File: src/rtl/fetch_sequencer_pkg.sv
// Shared constants and FSM state encoding for the fetch front end.
// The instruction queue imports IMEM_DEPTH from here so both sides agree on range.
package fetch_sequencer_pkg;

    localparam int unsigned PC_WIDTH   = 32;
    localparam int unsigned IMEM_DEPTH = 1024;
    localparam int unsigned RESET_PC   = 0;
    localparam int unsigned CNT_WIDTH  = 32;

    typedef enum logic [2:0] {
        S_IDLE     = 3'd0,
        S_RUN      = 3'd1,
        S_STALL    = 3'd2,
        S_REDIRECT = 3'd3,
        S_DONE     = 3'd4
    } state_e;

endpackage : fetch_sequencer_pkg

File: src/rtl/fetch_sequencer_perf_counters.sv
// Saturating performance counter bank for the fetch sequencer.
// Only instantiated when FETCH_PERF_COUNTERS_EN is defined.
module fetch_perf_counters
    import fetch_sequencer_pkg::*;
(
    input  logic                 clk,
    input  logic                 rst,
    input  logic                 fetch_inc,
    input  logic                 stall_inc,
    input  logic                 redirect_inc,
    output logic [CNT_WIDTH-1:0] fetch_count,
    output logic [CNT_WIDTH-1:0] stall_cycles,
    output logic [CNT_WIDTH-1:0] redirect_count
);

    logic [CNT_WIDTH-1:0] fetch_count_q,    fetch_count_d;
    logic [CNT_WIDTH-1:0] stall_cycles_q,   stall_cycles_d;
    logic [CNT_WIDTH-1:0] redirect_count_q, redirect_count_d;

    // Increment each counter on its event, sticking at all-ones.
    always_comb begin
        fetch_count_d    = fetch_count_q;
        stall_cycles_d   = stall_cycles_q;
        redirect_count_d = redirect_count_q;
        if (fetch_inc && (fetch_count_q != '1)) begin
            fetch_count_d = fetch_count_q + CNT_WIDTH'(1);
        end
        if (stall_inc && (stall_cycles_q != '1)) begin
            stall_cycles_d = stall_cycles_q + CNT_WIDTH'(1);
        end
        if (redirect_inc && (redirect_count_q != '1)) begin
            redirect_count_d = redirect_count_q + CNT_WIDTH'(1);
        end
    end

    // Counter registers, cleared by synchronous reset.
    always_ff @(posedge clk) begin
        if (rst) begin
            fetch_count_q    <= '0;
            stall_cycles_q   <= '0;
            redirect_count_q <= '0;
        end else begin
            fetch_count_q    <= fetch_count_d;
            stall_cycles_q   <= stall_cycles_d;
            redirect_count_q <= redirect_count_d;
        end
    end

    assign fetch_count    = fetch_count_q;
    assign stall_cycles   = stall_cycles_q;
    assign redirect_count = redirect_count_q;

endmodule : fetch_perf_counters

File: src/rtl/fetch_sequencer.sv
// Fetch sequencer: drives the word-indexed PC into the instruction queue,
// holds on stall, takes redirects with a one-cycle flush, stops on halt or
// when the PC runs off the end of instruction memory.
// Optional perf counters: define FETCH_PERF_COUNTERS_EN.
module fetch_sequencer
    import fetch_sequencer_pkg::*;
#(
    parameter int unsigned IMEM_DEPTH_P = IMEM_DEPTH,
    parameter int unsigned RESET_PC_P   = RESET_PC,
    parameter int unsigned PC_WIDTH_P   = PC_WIDTH
) (
    input  logic                  clk,
    input  logic                  rst,
    input  logic                  stall_in,
    input  logic                  redirect_valid,
    input  logic [PC_WIDTH_P-1:0] redirect_pc,
    input  logic                  halt_in,
    output logic [PC_WIDTH_P-1:0] PC,
    output logic                  fetch_valid,
    output logic                  flush_out,
    output logic [2:0]            state_out,
`ifdef FETCH_PERF_COUNTERS_EN
    output logic [CNT_WIDTH-1:0]  fetch_count,
    output logic [CNT_WIDTH-1:0]  stall_cycles,
    output logic [CNT_WIDTH-1:0]  redirect_count,
`endif
    output logic                  done
);

    localparam int unsigned PCW_EXT = PC_WIDTH_P + 1;
    localparam logic [PC_WIDTH_P-1:0] LAST_PC  = PC_WIDTH_P'(IMEM_DEPTH_P - 1);
    localparam logic [PC_WIDTH_P-1:0] BOOT_PC  = PC_WIDTH_P'(RESET_PC_P);
    localparam logic [PCW_EXT-1:0]    DEPTH_EXT = PCW_EXT'(IMEM_DEPTH_P);

    state_e                  state_q, state_d;
    logic [PC_WIDTH_P-1:0]   pc_q, pc_d;
    logic                    fetch_valid_q, fetch_valid_d;
    logic                    flush_q, flush_d;
    logic                    done_q, done_d;
    logic                    pc_out_of_range_c;

    // Compare one bit wider so a depth of 2**PC_WIDTH still works.
    assign pc_out_of_range_c = ({1'b0, pc_q} >= DEPTH_EXT);

    // Next-state and registered-output logic; redirect beats everything.
    always_comb begin
        state_d       = state_q;
        pc_d          = pc_q;
        fetch_valid_d = 1'b0;
        flush_d       = 1'b0;

        if (redirect_valid) begin
            state_d = S_REDIRECT;
            pc_d    = redirect_pc;
            flush_d = 1'b1;
        end else begin
            unique case (state_q)
                S_IDLE: begin
                    if (halt_in) begin
                        state_d = S_DONE;
                    end else if (stall_in) begin
                        state_d = S_STALL;
                    end else begin
                        state_d       = S_RUN;
                        fetch_valid_d = 1'b1;
                    end
                end
                S_RUN: begin
                    if (halt_in) begin
                        state_d = S_DONE;
                    end else if (stall_in) begin
                        state_d = S_STALL;
                    end else if (pc_q == LAST_PC) begin
                        state_d = S_DONE;
                    end else begin
                        pc_d          = pc_q + PC_WIDTH_P'(1);
                        fetch_valid_d = 1'b1;
                    end
                end
                S_STALL: begin
                    if (halt_in) begin
                        state_d = S_DONE;
                    end else if (!stall_in) begin
                        state_d       = S_RUN;
                        fetch_valid_d = 1'b1;
                    end
                end
                S_REDIRECT: begin
                    // Stall and halt wait for the first RUN cycle after the redirect.
                    if (pc_out_of_range_c) begin
                        state_d = S_DONE;
                    end else begin
                        state_d       = S_RUN;
                        fetch_valid_d = 1'b1;
                    end
                end
                S_DONE: begin
                    state_d = S_DONE;
                end
                default: begin
                    state_d = S_IDLE;
                    pc_d    = BOOT_PC;
                end
            endcase
        end

        done_d = (state_d == S_DONE);
    end

    // State and output registers with synchronous reset.
    always_ff @(posedge clk) begin
        if (rst) begin
            state_q       <= S_IDLE;
            pc_q          <= BOOT_PC;
            fetch_valid_q <= 1'b0;
            flush_q       <= 1'b0;
            done_q        <= 1'b0;
        end else begin
            state_q       <= state_d;
            pc_q          <= pc_d;
            fetch_valid_q <= fetch_valid_d;
            flush_q       <= flush_d;
            done_q        <= done_d;
        end
    end

    assign PC          = pc_q;
    assign fetch_valid = fetch_valid_q;
    assign flush_out   = flush_q;
    assign state_out   = state_q;
    assign done        = done_q;

`ifdef FETCH_PERF_COUNTERS_EN
    fetch_perf_counters u_perf (
        .clk            (clk),
        .rst            (rst),
        .fetch_inc      (fetch_valid_q),
        .stall_inc      (state_q == S_STALL),
        .redirect_inc   (redirect_valid),
        .fetch_count    (fetch_count),
        .stall_cycles   (stall_cycles),
        .redirect_count (redirect_count)
    );
`endif

endmodule : fetch_sequencer
File: config.mk
export PLATFORM = sky130hd
export DESIGN_NAME = fetch_sequencer
export DESIGN_NICKNAME = d
export VERILOG_FILES = /design/src/rtl/fetch_sequencer_pkg.sv /design/src/rtl/fetch_sequencer_perf_counters.sv /design/src/rtl/fetch_sequencer.sv
export SDC_FILE = /design/constraint.sdc
export NUM_CORES = 1
export LEC_CHECK = 0
export ABC_CLOCK_PERIOD_IN_PS = 2500
export BUFFER_PORTS_ARGS = -buffer_cell sky130_fd_sc_hd__clkbuf_2
export CAP_MARGIN = 20
export CORE_ASPECT_RATIO = 0.8
export CORE_UTILIZATION = 30
export CTS_BUF_LIST = sky130_fd_sc_hd__clkbuf_2
export DETAILED_ROUTE_END_ITERATION = 8
export HOLD_SLACK_MARGIN = 0.05
export SYNTH_ARGS = -nofsm -noshare
export SYNTH_HDL_FRONTEND = slang
export SYNTH_HIERARCHICAL = 1
export SYNTH_SLANG_ARGS = --single-unit
export TNS_END_PERCENT = 50
File: constraint.sdc
create_clock -name clk -period 2.5 [get_ports clk]
set_clock_uncertainty 0.15 [all_clocks]
set_input_delay 0.625 -clock clk [delete_from_list [all_inputs] [get_ports clk]]
set_output_delay 0.625 -clock clk [all_outputs]
set_load 0.05 [all_outputs]
==> flow_metrics.py <==
metrics = {
    "run_status": {
        "status": "complete, but fails checks",
        "violations": "negative setup slack",
    },
    "route": {
        "dr.first_iter.drc_count": 222,
        "wl_mm": 9.05,
        "detail-route-antenna-nets": 0,
        "dr.pass1.iters": 5,
        "viasPerCell": 5.52,
        "routedWlPerCell_um": 16.9,
        "vias": 2955,
        "drc": 0,
    },
    "sta": {
        "fmax_mhz": 388,
        "slew_violations": 0,
        "tightest_slew_ns": 0.723,
        "holdWs_ns": 0.271,
        "timing.slew.headroom_pct": 51.5,
        "finalCriticalPeriod_ns": 2.58,
        "setup_tns_ns": -0.557,
        "fin_crit_sh_pct": 103,
        "fin_ws_ns": -0.0793,
        "grt_setup_unrepaired": "yes",
        "finalSetupViolations": 16,
        "finalHoldViolations": 0,
    },
    "clock_network": {
        "cts_root_buffer": "clkbuf_2",
        "clkSlewWorstSetupHoldPaths_ns": 0.20,
        "clk_path_buf_depth": 2,
        "cts_tree": "yes",
        "clkSinkCount": 38,
        "htreeDepth": 2,
        "cts_buffers": 5,
        "clock_latency_ns": 0.40,
    },
    "place": {
        "placed_cell_area_um2": 3250,
        "place_inst": 526,
        "place.gp.congestion": 0.943,
        "hpwl_mm": 6.93,
        "portBuffers": 74,
        "place_ws_ns": -0.0578,
    },
    "grt": {
        "grt_first_pass_wirelength_mm": 14.2,
        "grt_pass1_vias": 2694,
        "gr-usage-met1_pct": 33.9,
        "use_met3_pct": 4.85,
        "antenna_found_initial": 0,
        "grt-ovfl-total": 0,
        "globalRouteTotalUtil_pct": 22.4,
        "top_usage_layer": "met1",
        "grt_max_degree": 21,
        "grt_util_met2_pct": 30.5,
    },
    "setup_path": {
        "crit_path_frequent_cell": "or4_4",
        "crit_type": "reg2reg",
        "cp-startpoint": "PC[10]",
        "crit_buf_inv": 0,
        "worstReg2RegStart": "PC[10]",
        "crit_chain": "or4_4 > or3_4 > or4_4 > a21o_1 > o22ai_1 > a221o_1",
        "reg2reg_slack_ns": -0.08,
        "rr_worst_depth": 6,
        "crit_required_ns": 2.70,
        "start_kind": "flop",
        "cpPeakStageDelay_ns": 0.55,
        "setup.worst_path.end": "PC[11]",
        "r2r-end": "PC[11]",
        "critPathTopFamily": "simple AND/OR/NAND/NOR gates",
        "path_max_fanout": 4,
        "slowest_stage": "or4_4",
        "arrival_ns": 2.78,
        "crit_cells": 6,
        "endpoint_kind": "flop",
    },
    "synth": {
        "synth_edf_count": 0,
        "synthCells": 314,
        "synthAdderAreaFrac_pct": 1.04,
        "synth_cell_types": 57,
        "syn_nets": 353,
        "synth_mux_area_share_pct": 0,
        "synth_xor_area_share_pct": 1.82,
        "synth_seq_cells": 38,
        "yosysSeqAreaShare_pct": 31.7,
        "yosys.area_share.simple_pct": 31.3,
        "async_reset_ff_share_pct": 0,
        "synthesis.area_um2": 2400,
        "syn_avg_cell_area_um2": 7.64,
        "yosysWarnings": 6,
        "synthFlopType": "dfxtp_1",
        "synth_top_family_by_area": "simple AND/OR/NAND/NOR gates",
        "synth_compound_area_share_pct": 29.0,
    },
    "power": {
        "p_per_area_nw_per_um2": 440,
        "ir_drop_mv": 0.181,
        "power_mw": 1.47,
        "p_leak_nw": 1.40,
    },
    "die": {
        "num_rows": 28,
        "ioPinCount": 75,
        "core_area_um2": 7570,
        "die_area_um2": 8360,
        "initial_core_util_pct": 31.7,
        "die_w_um": 102,
        "die_h_um": 82.0,
    },
    "final_layout": {
        "final_util_pct": 44.2,
        "area_growth_pct": 39.4,
        "final_cells": 535,
        "multiInputGateArea_um2": 1570,
        "layout.nets": 469,
        "final_area_um2": 3340,
        "num_antenna_cells": 0,
        "final.fill_count": 779,
        "ff_latch_area_um2": 772,
        "drive_gt1_share_pct": 38.1,
    },
    "hold_path": {
        "holdCritPathClass": "in2reg",
    },
    "job": {
        "drv_cap": 0,
    },
}
[routing by layer]
layer	part of all wire, %	wire (um)
met1	49	4420
met2	42	3760
met3	8.5	773
met4	1.1	102
met5	0	0
[worst register-to-register path, delay by kind of cell (launching register included)]
kind / cells / cell delay [ns]
AO/OA/AOI/OAI: 3 / 0.57
flip-flops: 1 / 0.38
AND/OR/NAND/NOR: 3 / 1.43
[power by group]
group	internal [mW]	switching [mW]	leakage (nW)
Combinational	0.183	0.328	1.05
Sequential	0.644	0.0311	0.316
Clock	0.0728	0.213	0.0291
Total	0.900	0.572	1.40
[logic make-up (layout without fill, tap and decap cells)]
| kind of cell | after synthesis | after routing |
|---|---|---|
| AND/OR/NAND/NOR | 143 | 143 |
| AO/OA/AOI/OAI | 97 | 97 |
| flip-flops | 38 | 38 |
| buffers and inverters | 29 | 145 |
| XOR/XNOR | 5 | 5 |
| adder cells (fa/ha/maj) | 2 | 2 |
[state kept, by name (all words and copies together), names as in the netlist]
signal / count
fetch_valid: 1
flush_out: 1
state_out: 3
PC: 32
done: 1
[cell type report]
cell class              count  share of cell area [%]
clock buffers               7                    1.05
inverters                  10                    1.12
flip-flops and latches     38                    23.1
well taps                 105                    3.93
multi-input cells         247                    46.9
repair buffers            128                    23.9
[cells in the mapped netlist (2+ instances only)]
cell | count | area [um^2]
o31ai_1 | 5 | 37.5
nor3_1 | 5 | 25.0
and3_1 | 6 | 37.5
a21oi_1 | 24 | 120
a22oi_1 | 8 | 60.1
dfxtp_1 | 38 | 761
nand3_1 | 20 | 100
nor4b_1 | 2 | 17.5
and4_1 | 8 | 70.1
nor3_2 | 2 | 20.0
a221o_1 | 4 | 40.0
o22ai_1 | 5 | 31.3
xnor2_1 | 5 | 43.8
buf_2 | 2 | 10.0
a221oi_2 | 2 | 30.0
clkbuf_1 | 14 | 52.6
ha_1 | 2 | 25.0
nand2_1 | 33 | 124
o21ai_0 | 12 | 60.1
a31oi_1 | 5 | 31.3
o21ai_1 | 2 | 10.0
inv_1 | 10 | 37.5
or4_1 | 2 | 15.0
or3_1 | 5 | 31.3
nor2_1 | 32 | 120
nor2b_1 | 3 | 18.8
a32oi_1 | 4 | 35.0
o311ai_1 | 4 | 35.0
o311ai_0 | 2 | 17.5
a41oi_1 | 3 | 26.3
nand4_1 | 7 | 43.8
o211ai_1 | 4 | 30.0
nor4_1 | 8 | 50.1
or2_2 | 3 | 18.8
[placed cells by master, fill, tap and decap left out, types with 6 or more instances in the layout]
| cell type | instances |
|---|---|
| a21oi_1 | 20 |
| clkbuf_2 | 81 |
| and3_1 | 6 |
| nand2_1 | 31 |
| a22oi_1 | 7 |
| buf_4 | 52 |
| and4_1 | 8 |
| nor4_1 | 8 |
| dfxtp_1 | 33 |
| inv_1 | 10 |
| nor2_1 | 32 |
| nand3_1 | 20 |
| o21ai_1 | 7 |
| nand4_1 | 7 |
| o21ai_0 | 6 |
[worst min-delay path by stage]
| stage | from | endpoint | cells past startpoint |
|---|---|---|---|
| floorplan | PC[11] | PC[11] | 1 |
| global placement | PC[1] | PC[1] | 2 |
| detailed placement | PC[1] | PC[1] | 2 |
| CTS | redirect_pc[15] | PC[15] | 3 |
| global route | redirect_pc[15] | PC[15] | 3 |
| finish | redirect_pc[15] | PC[15] | 3 |
[what timing repair did]
| action | 4_1_cts | 5_1_grt |
|---|---|---|
| pin swaps | 2 | 4 |
| hold buffers | 0 | 0 |
| endpoints found under the setup margin | 24 | 28 |
| gates resized for setup | 11 | 6 |
| setup buffers | 0 | 2 |
| cloned | 0 | 0 |
Note: power is estimated with default switching activity, not from simulation.
